File: src/rtl/lsu_stage.sv
// Memory-access stage: req/gnt/rvalid data-memory handshake, byte-lane alignment and
// load extension, one-beat writeback. Optional misalignment trap: LSU_MISALIGN_TRAP_EN.
module lsu_stage #(
    parameter int unsigned TIMEOUT = 16,
    parameter int unsigned CNT_W   = 5
) (
    input  logic        clk,
    input  logic        rst,
    input  logic        in_valid,
    output logic        in_ready,
    input  logic [5:0]  alucode,
    input  logic [31:0] alu_result,
    input  logic [31:0] store_data,
    input  logic [4:0]  rd_in,
    output logic        mem_req,
    output logic        mem_we,
    output logic [31:0] mem_addr,
    output logic [3:0]  mem_be,
    output logic [31:0] mem_wdata,
    input  logic        mem_gnt,
    input  logic        mem_rvalid,
    input  logic [31:0] mem_rdata,
    output logic        wb_valid,
    output logic        wb_we,
    output logic [4:0]  wb_rd,
    output logic [31:0] wb_data,
    output logic        exc_valid,
    output logic [1:0]  exc_cause
);

    localparam logic [5:0] ALU_LB  = 6'd9;
    localparam logic [5:0] ALU_LH  = 6'd10;
    localparam logic [5:0] ALU_LW  = 6'd11;
    localparam logic [5:0] ALU_LBU = 6'd12;
    localparam logic [5:0] ALU_LHU = 6'd13;
    localparam logic [5:0] ALU_SB  = 6'd14;
    localparam logic [5:0] ALU_SH  = 6'd15;
    localparam logic [5:0] ALU_SW  = 6'd16;

    localparam logic [CNT_W-1:0] TMO_LAST = CNT_W'(TIMEOUT - 1);

    typedef enum logic [1:0] {S_IDLE, S_REQ, S_WAIT, S_DONE} state_t;

    state_t            state, state_d;
    logic [5:0]        op_q;
    logic [31:0]       addr_q;
    logic [31:0]       sdata_q;
    logic [4:0]        rd_q;
    logic [31:0]       res_q;
    logic [1:0]        cause_q;
    logic [CNT_W-1:0]  cnt;

    logic              in_mem;
    logic              op_store;
    logic              timed_out;
    logic [1:0]        o;
    logic [7:0]        rd_byte;
    logic [15:0]       rd_half;
    logic [31:0]       load_val;
    logic [3:0]        be;
    logic [31:0]       wdata;

    assign in_mem    = (alucode >= ALU_LB) && (alucode <= ALU_SW);
    assign op_store  = (op_q >= ALU_SB) && (op_q <= ALU_SW);
    assign timed_out = (cnt >= TMO_LAST);
    assign o         = addr_q[1:0];
    assign rd_byte   = mem_rdata[{o, 3'b000} +: 8];
    assign rd_half   = o[1] ? mem_rdata[31:16] : mem_rdata[15:0];

`ifdef LSU_MISALIGN_TRAP_EN
    logic in_store;
    logic in_misal;
    assign in_store = (alucode >= ALU_SB) && (alucode <= ALU_SW);
    always_comb begin
        in_misal = 1'b0;
        case (alucode)
            ALU_LH, ALU_LHU, ALU_SH: in_misal = alu_result[0];
            ALU_LW, ALU_SW:          in_misal = |alu_result[1:0];
            default:                 in_misal = 1'b0;
        endcase
    end
`endif

    always_comb begin
        be    = 4'hF;
        wdata = sdata_q;
        case (op_q)
            ALU_LB, ALU_LBU, ALU_SB: begin
                be    = 4'b0001 << o;
                wdata = {4{sdata_q[7:0]}};
            end
            ALU_LH, ALU_LHU, ALU_SH: begin
                be    = 4'b0011 << {o[1], 1'b0};
                wdata = {2{sdata_q[15:0]}};
            end
            default: begin
                be    = 4'hF;
                wdata = sdata_q;
            end
        endcase
    end

    always_comb begin
        load_val = mem_rdata;
        case (op_q)
            ALU_LB:  load_val = {{24{rd_byte[7]}}, rd_byte};
            ALU_LBU: load_val = {24'h0, rd_byte};
            ALU_LH:  load_val = {{16{rd_half[15]}}, rd_half};
            ALU_LHU: load_val = {16'h0, rd_half};
            ALU_LW:  load_val = mem_rdata;
            default: load_val = mem_rdata;
        endcase
    end

    always_comb begin
        state_d   = state;
        in_ready  = 1'b0;
        mem_req   = 1'b0;
        mem_we    = 1'b0;
        mem_addr  = '0;
        mem_be    = '0;
        mem_wdata = '0;
        wb_valid  = 1'b0;
        wb_we     = 1'b0;
        wb_rd     = '0;
        wb_data   = '0;
        exc_valid = 1'b0;
        exc_cause = '0;
        case (state)
            S_IDLE: begin
                in_ready = 1'b1;
                if (in_valid) begin
`ifdef LSU_MISALIGN_TRAP_EN
                    if (in_misal)    state_d = S_DONE;
                    else if (in_mem) state_d = S_REQ;
                    else             state_d = S_DONE;
`else
                    state_d = in_mem ? S_REQ : S_DONE;
`endif
                end
            end
            S_REQ: begin
                mem_req   = 1'b1;
                mem_we    = op_store;
                mem_addr  = {addr_q[31:2], 2'b00};
                mem_be    = be;
                mem_wdata = op_store ? wdata : '0;
                if (mem_gnt)        state_d = op_store ? S_DONE : S_WAIT;
                else if (timed_out) state_d = S_DONE;
            end
            S_WAIT: begin
                if (mem_rvalid || timed_out) state_d = S_DONE;
            end
            S_DONE: begin
                wb_valid  = 1'b1;
                wb_we     = (cause_q == 2'd0) && !op_store && (rd_q != 5'd0);
                wb_rd     = rd_q;
                wb_data   = res_q;
                exc_valid = (cause_q != 2'd0);
                exc_cause = cause_q;
                state_d   = S_IDLE;
            end
            default: state_d = S_IDLE;
        endcase
    end

    always_ff @(posedge clk) begin
        if (rst) begin
            state   <= S_IDLE;
            op_q    <= '0;
            addr_q  <= '0;
            sdata_q <= '0;
            rd_q    <= '0;
            res_q   <= '0;
            cause_q <= '0;
            cnt     <= '0;
        end else begin
            state <= state_d;
            case (state)
                S_IDLE: if (in_valid) begin
                    op_q    <= alucode;
                    addr_q  <= alu_result;
                    sdata_q <= store_data;
                    rd_q    <= rd_in;
                    res_q   <= alu_result;
                    cnt     <= '0;
`ifdef LSU_MISALIGN_TRAP_EN
                    cause_q <= in_misal ? (in_store ? 2'd2 : 2'd1) : 2'd0;
`else
                    cause_q <= 2'd0;
`endif
                end
                S_REQ: begin
                    cnt <= cnt + 1'b1;
                    if (!mem_gnt && timed_out) cause_q <= 2'd3;
                end
                S_WAIT: begin
                    cnt <= cnt + 1'b1;
                    if (mem_rvalid)     res_q   <= load_val;
                    else if (timed_out) cause_q <= 2'd3;
                end
                default: ;
            endcase
        end
    end

endmodule
File: config.mk
export PLATFORM = sky130hd
export DESIGN_NAME = lsu_stage
export DESIGN_NICKNAME = d
export VERILOG_FILES = /design/src/rtl/lsu_stage.sv
export SDC_FILE = /design/constraint.sdc
export NUM_CORES = 1
export LEC_CHECK = 0
export BUFFER_PORTS_ARGS = -buffer_cell sky130_fd_sc_hd__buf_2
export CAP_MARGIN = 30
export CORE_ASPECT_RATIO = 1.75
export CORE_UTILIZATION = 51
export DETAILED_ROUTE_END_ITERATION = 10
export HOLD_SLACK_MARGIN = 0.12
export PLACE_DENSITY = 0.87
export SETUP_SLACK_MARGIN = 0.15
export SLEW_MARGIN = 20
export SYNTH_ARGS = -nofsm -noshare
export SYNTH_HDL_FRONTEND = slang
export SYNTH_SLANG_ARGS = --single-unit
File: constraint.sdc
create_clock -name clk -period 2.8 [get_ports clk]
set_clock_uncertainty 0.05 [all_clocks]
set_input_delay 0.56 -clock clk [delete_from_list [all_inputs] [get_ports clk]]
set_output_delay 0.56 -clock clk [all_outputs]
set_load 0.005 [all_outputs]
==> flow_summary.ini, run 1 <==
[grt]
grt_use_total = 0.3445
grt_pass1_wl_um = 34280
grt_overflow = 0
first_global_vias = 6925
antenna_found_initial = 0
grt_max_degree = 67

[min_path]
hold_start = rd_in[2]
holdCritPathClass = input pin to register

[routing]
dr.first_iter.drc_count = 493
routed_wl_um = 22930
vias = 7396
via_per_inst = 6.082
dr.pass1.iters = 7
drc = 0
ant_nets = 0
routedWlPerCell_um = 18.85

[placement]
port_buffers = 222
dp_hpwl_um = 15210
gp_congestion = 0.9601
placed_area_um2 = 7570

[synth]
synth_area_um2 = 6394
synth.distinct_cells = 50
yosysWarnings = 0
yosysSeqAreaShare = 0.3601
yosysTopAreaCell = dfxtp_1
ys_async_sr_fraction = 0
synth_cells = 839
synth-edff-count = 0
synth_ff_type = dfxtp_1
synth_area_leaders = dfxtp_1, nand2_1, and2_1
synth.avg_cell_area_um2 = 7.621
yosys_register_bits = 115
yosysTopAreaCellShare = 0.3601

[setup_path]
max_stage_delay_ns = 0.41
path_buf_inv = 2
worstPathArrival_ns = 2.14
crit_path_start = op_q[1]
worstSetupStartpointType = register
cp_data_required_time_ns = 2.19
cp-end-kind = output port
cp_top_family = simple AND/OR/NAND/NOR gates
r2r_start = state[0]
cp_max_fo = 7
slowest_stage = or3b_4
cp_cell_sequence = or3b_4, o31ai_4, nand3_4, buf_12, a31oi_1, buf_2
critical_path_class = register to output port

[timing]
slew_headroom = 0.3244
worst_slew_pin_slew_ns = 1.011
hold_violations = 0
period_needed_ns = 2.754
period_share = 0.9837
setup_viol = 0
fin_setup_tns_ns = 0
slew_viol_final = 0
hold_slack_ns = 0.3308
rsz0062_at_grt = yes
fmax_ghz = 0.3631

[run]
maxCapViolations = 0

[status]
status = finished clean

[final_layout]
area_growth_pct = 32.45
drive_gt1_frac = 0.3149
fillers = 968
antenna_cells = 0
final_nets = 1156
fin_area_um2 = 8468

[clock_tree]
clock_sinks = 115
cts_max_level = 4
root_buffer = clkbuf_16
cts_made_buffers = 17
cts_tree = done
clockBufferDepth = 2
clk_latency_ns = 0.41
cts_hold_buffers = 0
cts.clk_slew.worst_paths_ns = 0.06

[pwr]
powerDensity_nw_per_um2 = 817.8
p_comb_frac = 0.327
power.leakage_nw = 3.643
switching_share = 0.3671
ir_worst_vdd_v = 0.0005137
p_int_w = 0.004383
p_clk_frac = 0.329
p_sw_w = 0.002542
seq_power_share = 0.344

[floorplanning]
die_y_um = 150.1
io_pins = 225
coreArea_um2 = 12140
start_util = 0.5269
die_w_um = 86.64
dieArea_um2 = 13010
rows = 53
==> synthesized netlist by cell type (2+ instances only) <==
cell type and count:
ha_1 6, buf_1 5, and3_1 2, o21ai_0 24, inv_1 8, o41ai_1 2
or2_2 7, nor4b_1 2, clkbuf_1 50, nor3_2 2, nand2b_1 9, o2111ai_1 31
mux4_2 8, nor2b_1 6, a21oi_1 97, o31ai_1 9, mux2i_1 21, o21a_1 9
or3b_1 2, nor3_1 2, nand2_1 219, nand3_1 19, and2_1 78, a211oi_1 9
nand4b_1 2, buf_4 5, a21o_1 5, or3b_2 2, dfxtp_1 115, nand3b_1 2
a22o_1 8, nor2_1 13, buf_2 12, a31oi_1 9, o211ai_1 24
==> tightest hold or removal path, cell delays in order <==
cell and delay [ns]:
buf_2 0.09, nand2_1 0.04, a21oi_1 0.05
==> timing repair <==
item,CTS,global route
buffers inserted,3,2
pin swaps,5,1
cloned,3,1
gates resized for setup,24,16
setup endpoints to repair,37,60
==> layer usage <==
layer  vias to the layer above  GRT usage  routed length, um
li1                       3328          -                  -
met1                      3422     0.3447               7608
met2                       520     0.6246              11670
met3                       126    0.07346               2096
met4                         0     0.2375               1548
met5                         -          0                  0
==> state kept, by name (all words and copies together), names as in the netlist <==
register	flops
addr_q	32
cause_q	1
cnt	5
op_q	6
rd_q	5
res_q	32
sdata_q	32
state	2
==> per-stage QoR <==
step                power (W)  instances  utilization  setup WS, ns
floorplan            0.003795        840            -        0.4667
global placement     0.004420       1175       0.6238        0.3092
detailed placement   0.004487       1175       0.6238        0.2371
CTS                  0.006834       1213       0.6893        0.1103
global route         0.007247       1216       0.6978      -0.01335
finish               0.006925       1216       0.6978       0.04565
==> placed cells by master (no fill, tap or decap), types with 9 or more instances in the layout <==
master	n
o2111ai_1	31
nand3_1	18
nand2b_1	9
buf_2	222
a21oi_1	93
mux2i_1	21
nand2_1	217
nor2_1	13
buf_4	23
o21a_1	9
clkbuf_16	18
o21ai_0	24
a211oi_1	9
dfxtp_1	110
and2_1	76
o211ai_1	24
==> power by group through the flow <==
stage	logic (W)	clock network, W	registers (W)
global route	0.00246	0.00237	0.00242
global placement	0.00206	0	0.00236
CTS	0.00219	0.00229	0.00235
floorplan	0.00153	0	0.00227
finish	0.00227	0.00228	0.00238
detailed placement	0.00211	0	0.00237
==> final cells by class <==
| class | instances | area, um2 | area share |
|---|---|---|---|
| Clock buffer | 19 | 452.9 | 0.05349 |
| Clock inverter | 13 | 173.9 | 0.02054 |
| Inverter | 9 | 46.29 | 0.005467 |
| Multi-Input combinational cell | 645 | 3894 | 0.4598 |
| Sequential cell | 115 | 2316 | 0.2735 |
| Tap cell | 165 | 206.4 | 0.02438 |
| Timing Repair Buffer | 250 | 1379 | 0.1628 |
==> final timing paths <==
check	cells past startpoint	slack, ns	end
worst max register to register	7	0.50	res_q[19]
worst max-delay path	6	0.05	mem_wdata[30]
worst min register to register	2	0.40	addr_q[13]
worst min-delay path	3	0.33	rd_q[2]
==> logic make-up (layout without fill, tap and decap cells) <==
logic type / count (synthesis) / count (layout) / share of synthesized area
buf+inv: 82 / 291 / 0.05460
simple gates: 371 / 371 / 0.2744
flops: 115 / 115 / 0.3601
compound gates: 234 / 236 / 0.2362
xor+xnor: 1 / 1 / 0.001370
mux: 29 / 29 / 0.06106
fa+ha+maj: 6 / 6 / 0.01174
other cells: 1 / 2 / 0.0005865
Note: power is estimated with default switching activity, not from simulation.
==> run 2, diff against run 1 <==
CORE_MARGIN = 10   (was not set)
PLACE_DENSITY = 0.81   (was 0.87)
==> flow_summary.ini, run 2 (synthesized netlist as in run 1, its figures left out) <==
[final_layout]
final_nets = 1163
fillers = 1008
final-seq-area_um2 = 2310
antenna_cells = 0
fin_cells = 1226
multi_input_area_um2 = 3979
area_growth_pct = 35.05
fin_area_um2 = 8635
drive_gt1_frac = 0.3289
final_cell_mix = buf_2, nand2_1, dfxtp_1
final_common_cell = buf_2
reg.largest.list = addr_q: 32 flops, res_q: 32 flops, sdata_q: 32 flops

[routing]
dr.first_iter.drc_count = 495
vias = 7256
drc = 0
routedWlPerCell_um = 20.25
routed_wl_um = 24830
ant_nets = 0
via_per_inst = 5.918
dr.pass1.iters = 7

[floorplanning]
die_y_um = 168.1
dieArea_um2 = 17590
die_w_um = 104.6
coreArea_um2 = 12360
start_util = 0.5171
io_pins = 225
rows = 54

[setup_path]
cp_max_fo = 12
critical_path_class = register to output port
worstPathArrival_ns = 2.18
cp_data_required_time_ns = 2.19
cp-end-kind = output port
worstSetupStartpointType = register

[timing]
period_needed_ns = 2.794
hold_slack_ns = 0.3180
worst_slew_pin_slew_ns = 0.9479
rsz0062_at_grt = yes
period_share = 0.9980
hold_violations = 0
setup_viol = 0
slew_viol_final = 0
fmax_ghz = 0.3579
slew_headroom = 0.3664

[placement]
dp_hpwl_um = 17130
port_buffers = 222
gp_congestion = 0.9274
dp_cells = 1178
placed_area_um2 = 7599

[clock_tree]
clk_latency_ns = 0.42
cts_max_level = 4
cts.clk_slew.worst_paths_ns = 0.06
clock_sinks = 115
clockBufferDepth = 2
cts_tree = done
root_buffer = clkbuf_16
cts_made_buffers = 17
cts_hold_buffers = 0

[grt]
grt_use_total = 0.2607
first_global_vias = 7159
grt_max_degree = 56
grt_pass1_wl_um = 37380
grt_overflow = 0
antenna_found_initial = 0

[pwr]
switching_share = 0.3674
p_int_w = 0.004372
p_clk_frac = 0.321
seq_power_share = 0.343
ir_worst_vdd_v = 0.0004942
p_comb_frac = 0.336
power.leakage_nw = 3.786
p_sw_w = 0.002539
p_total_w = 0.006911
powerDensity_nw_per_um2 = 800.4

[min_path]
holdCritPathClass = input pin to register

[run]
maxCapViolations = 0

[status]
status = finished clean
[run 2: cell count changes in the layout (fill, tap and decap cells not counted), moves of 2 or more]
cell,previous run,this run
a21oi_1,93,90
a21oi_2,4,7
buf_12,1,4
buf_6,2,4
clkbuf_8,2,0
dfxtp_4,3,1
inv_6,2,4
nand2_1,217,209
nand2_2,2,4
nand2_4,0,6
[run 2: final cells by class]
type                    count  area share
multi-input cells         645      0.4608
well taps                 168     0.02434
repair inverters            1    0.001014
flip-flops and latches    115      0.2675
repair buffers            256      0.1710
clock buffers              18     0.04970
clock inverters            14     0.02087
inverters                   9    0.004782
[run 2: worst paths after layout]
path	startpoint	slack, ns	endpoint	cells past startpoint
min reg2reg	addr_q[23]	0.40	addr_q[23]	2
min	store_data[2]	0.32	sdata_q[2]	3
max	op_q[3]	0.006	mem_wdata[15]	7
max reg2reg	op_q[4]	0.36	res_q[20]	7
[run 2: layer usage]
layer | vias to the layer above | GRT usage | part of all wire
met3 | 109 | 0.08104 | 0.093
li1 | 3352 | - | -
met4 | 0 | 0.1547 | 0.057
met2 | 462 | 0.4578 | 0.50
met5 | - | 0 | 0
met1 | 3333 | 0.2650 | 0.35
[run 2: per-stage QoR]
step / setup WS [ns] / TNS [ns] / util
2_1_floorplan: 0.4667 / 0 / -
3_3_place_gp: 0.2662 / 0 / 0.6146
3_5_place_dp: 0.2301 / 0 / 0.6146
4_1_cts: 0.06464 / 0 / 0.6816
5_1_grt: -0.02582 / -0.02582 / 0.6983
6_report: 0.005726 / 0 / 0.6983
[run 2: critical path, cell delays in order (launching register included)]
cell and delay [ns]:
dfxtp_2 0.35, or3b_4 0.39, o31ai_4 0.25, nand3_4 0.14, buf_4 0.17, buf_16 0.14
a21oi_1 0.17, buf_2 0.16
[run 2: power by group through the flow]
stage               Sequential [W]  Combinational, W  Clock (W)
floorplan                  0.00227           0.00153          0
global placement           0.00236           0.00210          0
detailed placement         0.00238           0.00215          0
CTS                        0.00234           0.00223    0.00224
global route               0.00241           0.00255    0.00232
finish                     0.00237           0.00232    0.00222
[run 2: timing repair]
item | in CTS | in global routing
setup endpoints to repair | 37 | 36
pin swaps | 4 | 18
cloned | 5 | 0
resized for setup | 26 | 33
buffers inserted | 5 | 6
==> run 3, diff against run 2 <==
BUFFER_PORTS_ARGS = not set   (was -buffer_cell sky130_fd_sc_hd__buf_2)
CORE_UTILIZATION = 55   (was 51)
DONT_BUFFER_PORTS = 1   (was not set)
PLACE_DENSITY = 0.7   (was 0.81)
==> flow_summary.ini, run 3 (synthesized netlist as in run 1, its figures left out) <==
[status]
status = finished clean

[timing]
period_needed_ns = 2.664
hold_violations = 0
hold_slack_ns = 0.1585
slew_viol_final = 0
setup_viol = 0
rsz0062_at_grt = yes
fin_setup_tns_ns = 0
fmax_ghz = 0.3754
period_share = 0.9513
setup_ws_ns = 0.1364
slew_headroom = 0.5033
worst_slew_pin_slew_ns = 0.7426

[final_layout]
area_growth_pct = 19.12
fillers = 972
multi_input_area_um2 = 4063
antenna_cells = 0
final_cell_mix = nand2_1, dfxtp_1, a21oi_1
final_nets = 943
final_common_cell = nand2_1
final-seq-area_um2 = 2313
drive_gt1_frac = 0.1766
reg.largest.list = addr_q: 32 flops, res_q: 32 flops, sdata_q: 32 flops

[floorplanning]
dieArea_um2 = 16510
rows = 52
die_w_um = 101.5
io_pins = 225
die_y_um = 162.6
start_util = 0.5583
coreArea_um2 = 11450

[routing]
dr.pass1.iters = 5
ant_nets = 0
routed_wl_um = 23080
dr.first_iter.drc_count = 362
routedWlPerCell_um = 23.72
vias = 6273
drc = 0
via_per_inst = 6.447

[grt]
antenna_found_initial = 0
grt_max_degree = 88
grt_use_total = 0.2658
grt_pass1_wl_um = 34220
grt_overflow = 0
first_global_vias = 6216

[placement]
dp_worst_setup_slack_ns = 0.2351
dp_hpwl_um = 16500
port_buffers = 0
gp_congestion = 0.9253

[setup_path]
cp-end-kind = output port
cp_data_required_time_ns = 2.19
slowest_stage = or3b_4
critical_path_class = register to output port
worstPathArrival_ns = 2.05
cp_cell_sequence = or3b_4, o31ai_4, nand3_4, buf_12, a31oi_4, buf_4
max_stage_delay_ns = 0.38
worstSetupStartpointType = register
cp_max_fo = 7

[clock_tree]
root_buffer = clkbuf_16
clk_latency_ns = 0.42
cts_tree = done
clock_sinks = 115
clockBufferDepth = 2
cts_made_buffers = 17
cts_hold_buffers = 0
cts.clk_slew.worst_paths_ns = 0.06
cts_max_level = 4

[pwr]
power.leakage_nw = 2.667
powerDensity_nw_per_um2 = 901.5
p_total_w = 0.006866
ir_worst_vdd_v = 0.0006232

[run]
maxCapViolations = 0

[min_path]
holdCritPathClass = input pin to register
## run 3: cell count changes in the layout (fill, tap and decap cells not counted), sizes merged
cell,change
buf,-218
bufbuf,-1
bufinv,+1
clkbuf,+1
clkinv,-2
inv,-1
## run 3: final timing paths
| kind | from | endpoint | slack (ns) | cells after the start |
|---|---|---|---|---|
| max | op_q[4] | mem_wdata[27] | 0.14 | 6 |
| min | rst | sdata_q[24] | 0.16 | 1 |
| max reg2reg | op_q[4] | res_q[15] | 0.33 | 7 |
| min reg2reg | res_q[13] | res_q[13] | 0.39 | 2 |
## run 3: metrics by stage
stage	instances	instance area [um2]	util
2_1_floorplan	840	6397	-
3_3_place_gp	930	6499	0.5675
3_5_place_dp	930	6499	0.5675
4_1_cts	968	7456	0.6511
5_1_grt	973	7616	0.6651
6_report	973	7616	0.6651
## run 3: area by class of cell
class                   instances  area share
clock inverters                13     0.02579
inverters                       9    0.006079
multi-input cells             645      0.5334
flip-flops and latches        115      0.3038
clock buffers                  19     0.05947
repair buffers                 37     0.04929
well taps                     135     0.02218
## run 3: power breakdown
part	internal [W]	leakage (nW)	switching [W]
sequential	0.00208	0.947	0.000300
clock	0.00155	0.311	0.000830
combinational	0.000772	1.41	0.00134
## run 3: per-layer routing
| layer | share of wire | global-route usage |
|---|---|---|
| met5 | 0 | 0 |
| met4 | 0.052 | 0.1463 |
| met3 | 0.11 | 0.1105 |
| met2 | 0.51 | 0.4563 |
| met1 | 0.32 | 0.2605 |
## run 3: critical path: cells and delay by family (launching register included)
| family | cells | cell delay [ns] |
|---|---|---|
| AOI/OAI and AO/OA | 2 | 0.38 |
| and+or+nand+nor | 2 | 0.56 |
| DFF | 1 | 0.35 |
| buffers and inverters | 2 | 0.34 |
## run 3: timing repair
item	CTS	global route
buffers inserted	3	4
gates resized for setup	50	30
pin swaps	7	6
setup endpoints to repair	37	36
cloned	3	1
